File: config.mk
export PLATFORM = sky130hd
export DESIGN_NAME = dance_pad_conditioner
export DESIGN_NICKNAME = d
export VERILOG_FILES = /design/src/rtl/dance_pad_conditioner.sv
export SDC_FILE = /design/constraint.sdc
export NUM_CORES = 1
export LEC_CHECK = 0
export ABC_AREA = 0
export ABC_CLOCK_PERIOD_IN_PS = 5890
export BUFFER_PORTS_ARGS = -buffer_cell sky130_fd_sc_hd__buf_2
export CAP_MARGIN = 20
export CELL_PAD_IN_SITES_DETAIL_PLACEMENT = 0
export CELL_PAD_IN_SITES_GLOBAL_PLACEMENT = 1
export CORE_ASPECT_RATIO = 0.6
export CORE_MARGIN = 8
export CORE_UTILIZATION = 35
export DETAILED_ROUTE_END_ITERATION = 10
export PLACE_DENSITY_LB_ADDON = 0.1
export SLEW_MARGIN = 15
export SYNTH_ARGS = -nofsm -noshare
export SYNTH_HDL_FRONTEND = slang
export SYNTH_SLANG_ARGS = --single-unit
File: constraint.sdc
create_clock -name clk -period 5.89 [get_ports clk]
set_clock_uncertainty 0.15 [all_clocks]
set_input_delay 0.8835 -clock clk [delete_from_list [all_inputs] [get_ports clk]]
set_output_delay 0.8835 -clock clk [all_outputs]
set_load 0.005 [all_outputs]
File: src/rtl/dance_pad_conditioner.sv
// ---------------------------------------------------------------------------
// dance_pad_conditioner
//   Front end for the four raw dance-pad switches. Each pad is brought into
//   the clock domain with a two-flop synchroniser and then debounced by its
//   own four-state machine. The module outputs the clean held levels and
//   one-cycle press/release pulses. Every accepted level change is also
//   recorded as a pending event. An arbiter moves pending events, lowest pad
//   index first, into a small show-ahead FIFO that sits behind a
//   valid/ready port.
//
// Ports
//   clk            system clock
//   reset          synchronous, active-high reset
//   dancePad[3:0]  raw asynchronous pad switches, 1 = stepped on
//   pad_held[3:0]  debounced pad levels
//   press_pulse    one-cycle pulse on a debounced 0->1, per pad
//   release_pulse  one-cycle pulse on a debounced 1->0, per pad
//   evt_valid      the FIFO head holds an event
//   evt_pad[1:0]   pad index of the head event (0 when the FIFO is empty)
//   evt_press      1 = press event, 0 = release event (0 when empty)
//   evt_ready      consumer takes the head event when evt_valid && evt_ready
//   drop_count     saturating count of events lost to pending overwrite
// ---------------------------------------------------------------------------
module dance_pad_conditioner #(
    parameter int DEBOUNCE_CYCLES = 500000,
    parameter int FIFO_DEPTH      = 4
) (
    input  logic       clk,
    input  logic       reset,
    input  logic [3:0] dancePad,
    output logic [3:0] pad_held,
    output logic [3:0] press_pulse,
    output logic [3:0] release_pulse,
    output logic       evt_valid,
    output logic [1:0] evt_pad,
    output logic       evt_press,
    input  logic       evt_ready,
    output logic [7:0] drop_count
);

    localparam int CNT_W = (DEBOUNCE_CYCLES > 2) ? $clog2(DEBOUNCE_CYCLES) : 1;
    localparam logic [CNT_W-1:0] CNT_LAST = CNT_W'(DEBOUNCE_CYCLES - 1);
    localparam logic [CNT_W-1:0] CNT_ONE  = CNT_W'(1);
    localparam int PTR_W = (FIFO_DEPTH > 2) ? $clog2(FIFO_DEPTH) : 1;
    localparam int FCNT_W = PTR_W + 1;
    localparam logic [FCNT_W-1:0] FIFO_FULL = FCNT_W'(FIFO_DEPTH);

    typedef enum logic [1:0] {
        STABLE_LO = 2'd0,
        CHG_HI    = 2'd1,
        STABLE_HI = 2'd2,
        CHG_LO    = 2'd3
    } db_state_t;

    // Saturating add of up to four drop events to an 8-bit counter.
    function automatic logic [7:0] sat_add8(input logic [7:0] a, input logic [2:0] b);
        logic [8:0] sum;
        sum = {1'b0, a} + {6'b0, b};
        return sum[8] ? 8'hFF : sum[7:0];
    endfunction

    function automatic logic [2:0] count_ones4(input logic [3:0] v);
        return {2'b0, v[0]} + {2'b0, v[1]} + {2'b0, v[2]} + {2'b0, v[3]};
    endfunction

    logic [3:0]       sync_p0;
    logic [3:0]       sync_p1;
    db_state_t        db_state [4];
    logic [CNT_W-1:0] db_cnt   [4];
    logic [3:0]       flip;
    logic [3:0]       flip_lvl;
    logic [3:0]       pend;
    logic [3:0]       pend_kind;
    logic [3:0]       granted;
    logic [3:0]       drop_hit;
    logic             arb_hit;
    logic [1:0]       arb_sel;
    logic             push;
    logic             pop;
    logic [PTR_W-1:0] wr_ptr;
    logic [PTR_W-1:0] rd_ptr;
    logic [FCNT_W-1:0] fifo_count;
    logic [1:0]       mem_pad   [FIFO_DEPTH];
    logic             mem_press [FIFO_DEPTH];

    // ---- stage p0/p1: two-flop synchroniser ------------------------------
    always_ff @(posedge clk) begin
        if (reset) begin
            sync_p0 <= '0;
            sync_p1 <= '0;
        end else begin
            sync_p0 <= dancePad;
            sync_p1 <= sync_p0;
        end
    end

    // A pad flips when its change state has seen the new level for the
    // full qualification window and the synchronised input still agrees.
    always_comb begin
        flip     = '0;
        flip_lvl = '0;
        for (int i = 0; i < 4; i++) begin
            if (db_cnt[i] == CNT_LAST) begin
                if (db_state[i] == CHG_HI && sync_p1[i]) begin
                    flip[i]     = 1'b1;
                    flip_lvl[i] = 1'b1;
                end
                if (db_state[i] == CHG_LO && !sync_p1[i]) begin
                    flip[i]     = 1'b1;
                    flip_lvl[i] = 1'b0;
                end
            end
        end
    end

    // ---- debounce state machines with registered level and pulses ---------
    always_ff @(posedge clk) begin
        if (reset) begin
            for (int i = 0; i < 4; i++) begin
                db_state[i] <= STABLE_LO;
                db_cnt[i]   <= '0;
            end
            pad_held      <= '0;
            press_pulse   <= '0;
            release_pulse <= '0;
        end else begin
            for (int i = 0; i < 4; i++) begin
                press_pulse[i]   <= 1'b0;
                release_pulse[i] <= 1'b0;
                case (db_state[i])
                    STABLE_LO: begin
                        if (sync_p1[i]) begin
                            db_state[i] <= CHG_HI;
                            db_cnt[i]   <= CNT_ONE;
                        end else begin
                            db_cnt[i] <= '0;
                        end
                    end
                    CHG_HI: begin
                        if (!sync_p1[i]) begin
                            db_state[i] <= STABLE_LO;
                            db_cnt[i]   <= '0;
                        end else if (db_cnt[i] == CNT_LAST) begin
                            db_state[i]    <= STABLE_HI;
                            db_cnt[i]      <= '0;
                            pad_held[i]    <= 1'b1;
                            press_pulse[i] <= 1'b1;
                        end else begin
                            db_cnt[i] <= db_cnt[i] + CNT_ONE;
                        end
                    end
                    STABLE_HI: begin
                        if (!sync_p1[i]) begin
                            db_state[i] <= CHG_LO;
                            db_cnt[i]   <= CNT_ONE;
                        end else begin
                            db_cnt[i] <= '0;
                        end
                    end
                    CHG_LO: begin
                        if (sync_p1[i]) begin
                            db_state[i] <= STABLE_HI;
                            db_cnt[i]   <= '0;
                        end else if (db_cnt[i] == CNT_LAST) begin
                            db_state[i]      <= STABLE_LO;
                            db_cnt[i]        <= '0;
                            pad_held[i]      <= 1'b0;
                            release_pulse[i] <= 1'b1;
                        end else begin
                            db_cnt[i] <= db_cnt[i] + CNT_ONE;
                        end
                    end
                    default: begin
                        db_state[i] <= STABLE_LO;
                        db_cnt[i]   <= '0;
                    end
                endcase
            end
        end
    end

    // Arbiter: lowest-index pending pad wins; the scan runs downwards so the
    // last assignment is the lowest index.
    always_comb begin
        arb_hit = 1'b0;
        arb_sel = 2'd0;
        for (int i = 3; i >= 0; i--) begin
            if (pend[i]) begin
                arb_hit = 1'b1;
                arb_sel = 2'(i);
            end
        end
        push     = arb_hit && (fifo_count < FIFO_FULL);
        pop      = (fifo_count != '0) && evt_ready;
        granted  = '0;
        drop_hit = '0;
        for (int i = 0; i < 4; i++) begin
            granted[i]  = push && (arb_sel == 2'(i));
            // A pad moved into the FIFO on this edge frees its slot, so a
            // simultaneous flip re-arms it without losing anything.
            drop_hit[i] = flip[i] && pend[i] && !granted[i];
        end
    end

    // ---- pending event flags and drop counter -----------------------------
    always_ff @(posedge clk) begin
        if (reset) begin
            pend       <= '0;
            pend_kind  <= '0;
            drop_count <= '0;
        end else begin
            for (int i = 0; i < 4; i++) begin
                if (flip[i]) begin
                    pend[i]      <= 1'b1;
                    pend_kind[i] <= flip_lvl[i];
                end else if (granted[i]) begin
                    pend[i] <= 1'b0;
                end
            end
            drop_count <= sat_add8(drop_count, count_ones4(drop_hit));
        end
    end

    // ---- event FIFO: control -----------------------------------------------
    always_ff @(posedge clk) begin
        if (reset) begin
            wr_ptr     <= '0;
            rd_ptr     <= '0;
            fifo_count <= '0;
        end else begin
            if (push) begin
                wr_ptr <= wr_ptr + PTR_W'(1);
            end
            if (pop) begin
                rd_ptr <= rd_ptr + PTR_W'(1);
            end
            case ({push, pop})
                2'b10:   fifo_count <= fifo_count + FCNT_W'(1);
                2'b01:   fifo_count <= fifo_count - FCNT_W'(1);
                default: fifo_count <= fifo_count;
            endcase
        end
    end

    // ---- event FIFO: storage -------------------------------------------------
    always_ff @(posedge clk) begin
        if (push) begin
            mem_pad[wr_ptr]   <= arb_sel;
            mem_press[wr_ptr] <= pend_kind[arb_sel];
        end
    end

    assign evt_valid = (fifo_count != '0);
    assign evt_pad   = evt_valid ? mem_pad[rd_ptr]   : 2'd0;
    assign evt_press = evt_valid ? mem_press[rd_ptr] : 1'b0;

endmodule

==> run summary <==
The run finished with clean final reports. Measured along the x axis, the die boundary spans 200.4 um. Summing internal, switching and leakage power gives 2.583 mW. For the number of placement rows, the log shows 40.

Counting flops and latches in the post-synthesis netlist gives 141. After technology mapping, the gate count stands at 675. Timing would allow up to 213.5 MHz.

On the critical path, the stage with the largest delay is an instance of sky130_fd_sc_hd__or4b_2. The tools report the worst hold margin as 0.2911 ns. The run gives 5150 as the routed via count. Ranked by instance count, the synthesized netlist is headed by sky130_fd_sc_hd__edfxtp_1, sky130_fd_sc_hd__nor2_1, sky130_fd_sc_hd__dfxtp_1, sky130_fd_sc_hd__xor2_1, sky130_fd_sc_hd__a21oi_1.

The total I/O pin count is 31. Transition time at the pin with the least slew margin: 0.9108 ns. Setup repair after global routing left no endpoint under its margin. Effective utilization at floorplan: 35.66%.

The post-layout net count is 796. The analysis attributes to cell leakage a power of 2.963 nW. The final max-slew violation count was 0. Net switching is 24.62% of the power.

Traced cell by cell, the critical path runs through or4_1 > nor4_2 > nand2_1 > or3_1 > fa_1 > fa_1 > inv_1 > fa_1 > and4_1 > or4b_2 > o211a_1. The global routing usage summed across all routing layers is 12.09%, and the arrival time at the worst endpoint is 4.84 ns. The share of total power dissipated in combinational logic is 9.1%. The logs give 268 for the number of violations reported at the end of detailed-routing iteration 0 and 39.28% for the worst relative slew slack.

The first detailed-routing pass took 4 iterations. The worst path in the final design needs a cycle of 4.684 ns, including I/O delays and setup. The detail route stage leaves a number of antenna-violating nets equal to 0.

TritonCTS built the clock tree. Via count of the first global-routing pass: 4804. After synthesis, flip-flops and latches occupy 53.00% of the total area. The placeable core region was 20020 sq um. The run gives 0 as the max-cap violation count. Cells with a size suffix above 1 make up 8.883% of the layout. The total net switching power is 636.1 uW, and the detailed placement HPWL is 10980 um. The clock-pin slew on the worst setup and hold paths was 0.06 ns; the count of H-tree levels built during CTS was 4. By instance count, the leading cell after synthesis is sky130_fd_sc_hd__edfxtp_1.

The run gives 0 as the number of hold violations in the final report. Buffers inserted to repair hold after CTS numbered 0. Setup violations remaining at the end of the flow were counted as 0. The die is 126.6 um tall. The most used cell along the critical path is sky130_fd_sc_hd__fa_1.

In this run the cell area of the synthesized design comes to 7139 sq um. Summed over all failing endpoints, the final setup total negative slack is 0 ns. The count of input and output buffers was 30; the number of buffers on the longest clock path was 2. Storage element area: 3784 sq um.

The clock reaches the later pin of the worst-skew pair after 0.42 ns. The tools report the final wirelength as 15140 um. The clock net sink count is 141. The internal portion of the total power is 1.947 mW. The tools report the startpoint type of the worst setup path as a flop. Flip-flop cell with the highest count after synthesis: sky130_fd_sc_hd__edfxtp_1. The sort of element at the end of the critical path is a flop.

Of the available clock period, the critical path in the final layout requires 79.52%. The worst vdd rail ir drop was 0.1877 mV. STA puts the critical path data required time at 6.04 ns. The number of distinct library cell variants in the gate-level netlist after synthesis is 61, and the total congestion overflow after global routing is 0.

Routability-driven placement finished with a final weighted congestion of 0.7621. The power per standard cell area is 307.1 nW/um^2. The share of synthesized area in the top cell type comes to 40.38%.

The maximum number of pins on one net before global-route repair was 51; the stage delay of the slowest cell on the critical path was 0.67 ns. After synthesis, the share of flip-flops with an asynchronous set or reset is 0%. The run gives 42.8% as the fraction of power consumed by the clock network. The synthesized design contains 96 enable-type register cells. Measured on the finished design, the core utilization comes to 42.01%. The run gives 0 as the total number of yosys warnings.

sky130_fd_sc_hd__edfxtp_1 takes more of the synthesized area than any other cell. The synthesized area per cell works out to 10.58 sq um. Of all nets on the critical path, the largest fanout is 6. The antenna diode count came out at 0. In the final routed layout, each cell accounts on average for 14.27 um. In the routed layout, each cell is associated on average with a via count of 4.854. The number of buffers added for setup after CTS came out at 0. Summing all multi-input logic gate instances after layout gives 3403 sq um. CTS placed an instance of sky130_fd_sc_hd__clkbuf_16 at the clock tree root. For the number of antenna violations at the first check in global routing, the log shows 0.

The layout overhead on the synthesized area is 17.81%. The first global-routing pass estimated 24790 um of wire. In this run, CTS created clock tree buffers numbering 17. After detailed routing, the number of remaining DRC violations is 0.

Number of filler cells placed in the layout: 1986. The tightest min-delay check is of the flop to flop type. The tools report the die area as 25370 sq um. In the post-synthesis netlist, the biggest area contributors are sky130_fd_sc_hd__edfxtp_1, sky130_fd_sc_hd__dfxtp_1, sky130_fd_sc_hd__xor2_1.

Registers are responsible for 48.1% of the overall power. The kind of critical path was flop to flop. Number of instances resized during post-cts repair: 0.
## registers in the layout (all words and copies together) (netlist names), 8 cells and up, named ones only
signal,count
mem_pad,8
drop_count,8
db_state,8
db_cnt,76
## per-layer routing
layer | wire length (um) | GRT usage [%]
met3 | 540 | 3.228
met2 | 6063 | 16.35
met5 | 0 | 0
met1 | 8437 | 18.04
met4 | 97 | 4.138
## final timing paths
kind / from / end / slack [ns] / depth (start not counted)
worst max-delay path: db_cnt[2][5] / drop_count[7] / 1.21 / 11
worst min-delay path: sync_p0[1] / sync_p1[1] / 0.29 / 1
worst max register to register: db_cnt[2][5] / drop_count[7] / 1.21 / 11
worst min register to register: sync_p0[1] / sync_p1[1] / 0.29 / 1
## worst max-delay path: cells and delay by family (launching register included)
| family | cells | cell delay, ns |
|---|---|---|
| AOI/OAI and AO/OA | 1 | 0.14 |
| adders and majority gates | 3 | 1.15 |
| and+or+nand+nor | 6 | 2.57 |
| buffers and inverters | 1 | 0.07 |
| DFF | 1 | 0.47 |
## metrics by stage
stage          instance area, sq um  instances  setup slack (ns)
6_report                       8411       1061             1.206
5_1_grt                        8411       1061            0.9937
4_1_cts                        8411       1061             1.206
3_5_place_dp                   7806       1029             1.218
3_3_place_gp                   7806       1029             1.277
2_1_floorplan                  7421        750             1.645
## power groups by stage
stage                     Clock (mW)  Combinational, mW  Sequential, mW
final                           1.11              0.234            1.24
after global routing            1.18              0.271            1.26
after CTS                       1.14              0.236            1.24
after detailed placement           0              0.234            1.26
after global placement             0              0.232            1.26
after floorplan                    0              0.213            1.22
## area by class of cell
type | instances | share of cell area (%)
Sequential cell | 141 | 44.99
Multi-Input combinational cell | 552 | 40.46
Clock buffer | 25 | 5.891
Tap cell | 273 | 4.061
Timing Repair Buffer | 31 | 1.874
Inverter | 32 | 1.428
Clock inverter | 7 | 1.294
## kinds of logic (layout without fill, tap and decap cells)
| group | Yosys count | after routing | synth area share (%) |
|---|---|---|---|
| XOR/XNOR | 65 | 65 | 7.974 |
| multiplexers | 4 | 4 | 1.087 |
| AND/OR/NAND/NOR | 285 | 285 | 22.22 |
| other | 1 | 76 | 0.05253 |
| adder cells (fa/ha/maj) | 14 | 14 | 2.874 |
| flip-flops | 141 | 141 | 53.00 |
| buffers and inverters | 57 | 95 | 3.277 |
| AO/OA/AOI/OAI | 108 | 108 | 9.517 |
## layout by cell type, fill, tap and decap left out, drive strengths merged, types with 3 or more instances in the layout
cell type	count
or2	3
clkbuf	25
fa	4
a21oi	41
inv	31
mux4	3
nand2	31
or4b	4
xnor2	20
clkinv	5
or3	15
nor4	15
nor2	75
or4	17
nor2b	10
buf	31
nand2b	3
nand3	30
o2111ai	3
xor2	45
conb	76
and2	13
nor3	9
nand4	29
bufinv	3
dfxtp	45
o31a	3
ha	10
edfxtp	96
o31ai	11
o211ai	4
and4	15
a31oi	7
o21ai	27
No activity file was read; power rests on OpenSTA's default activity.
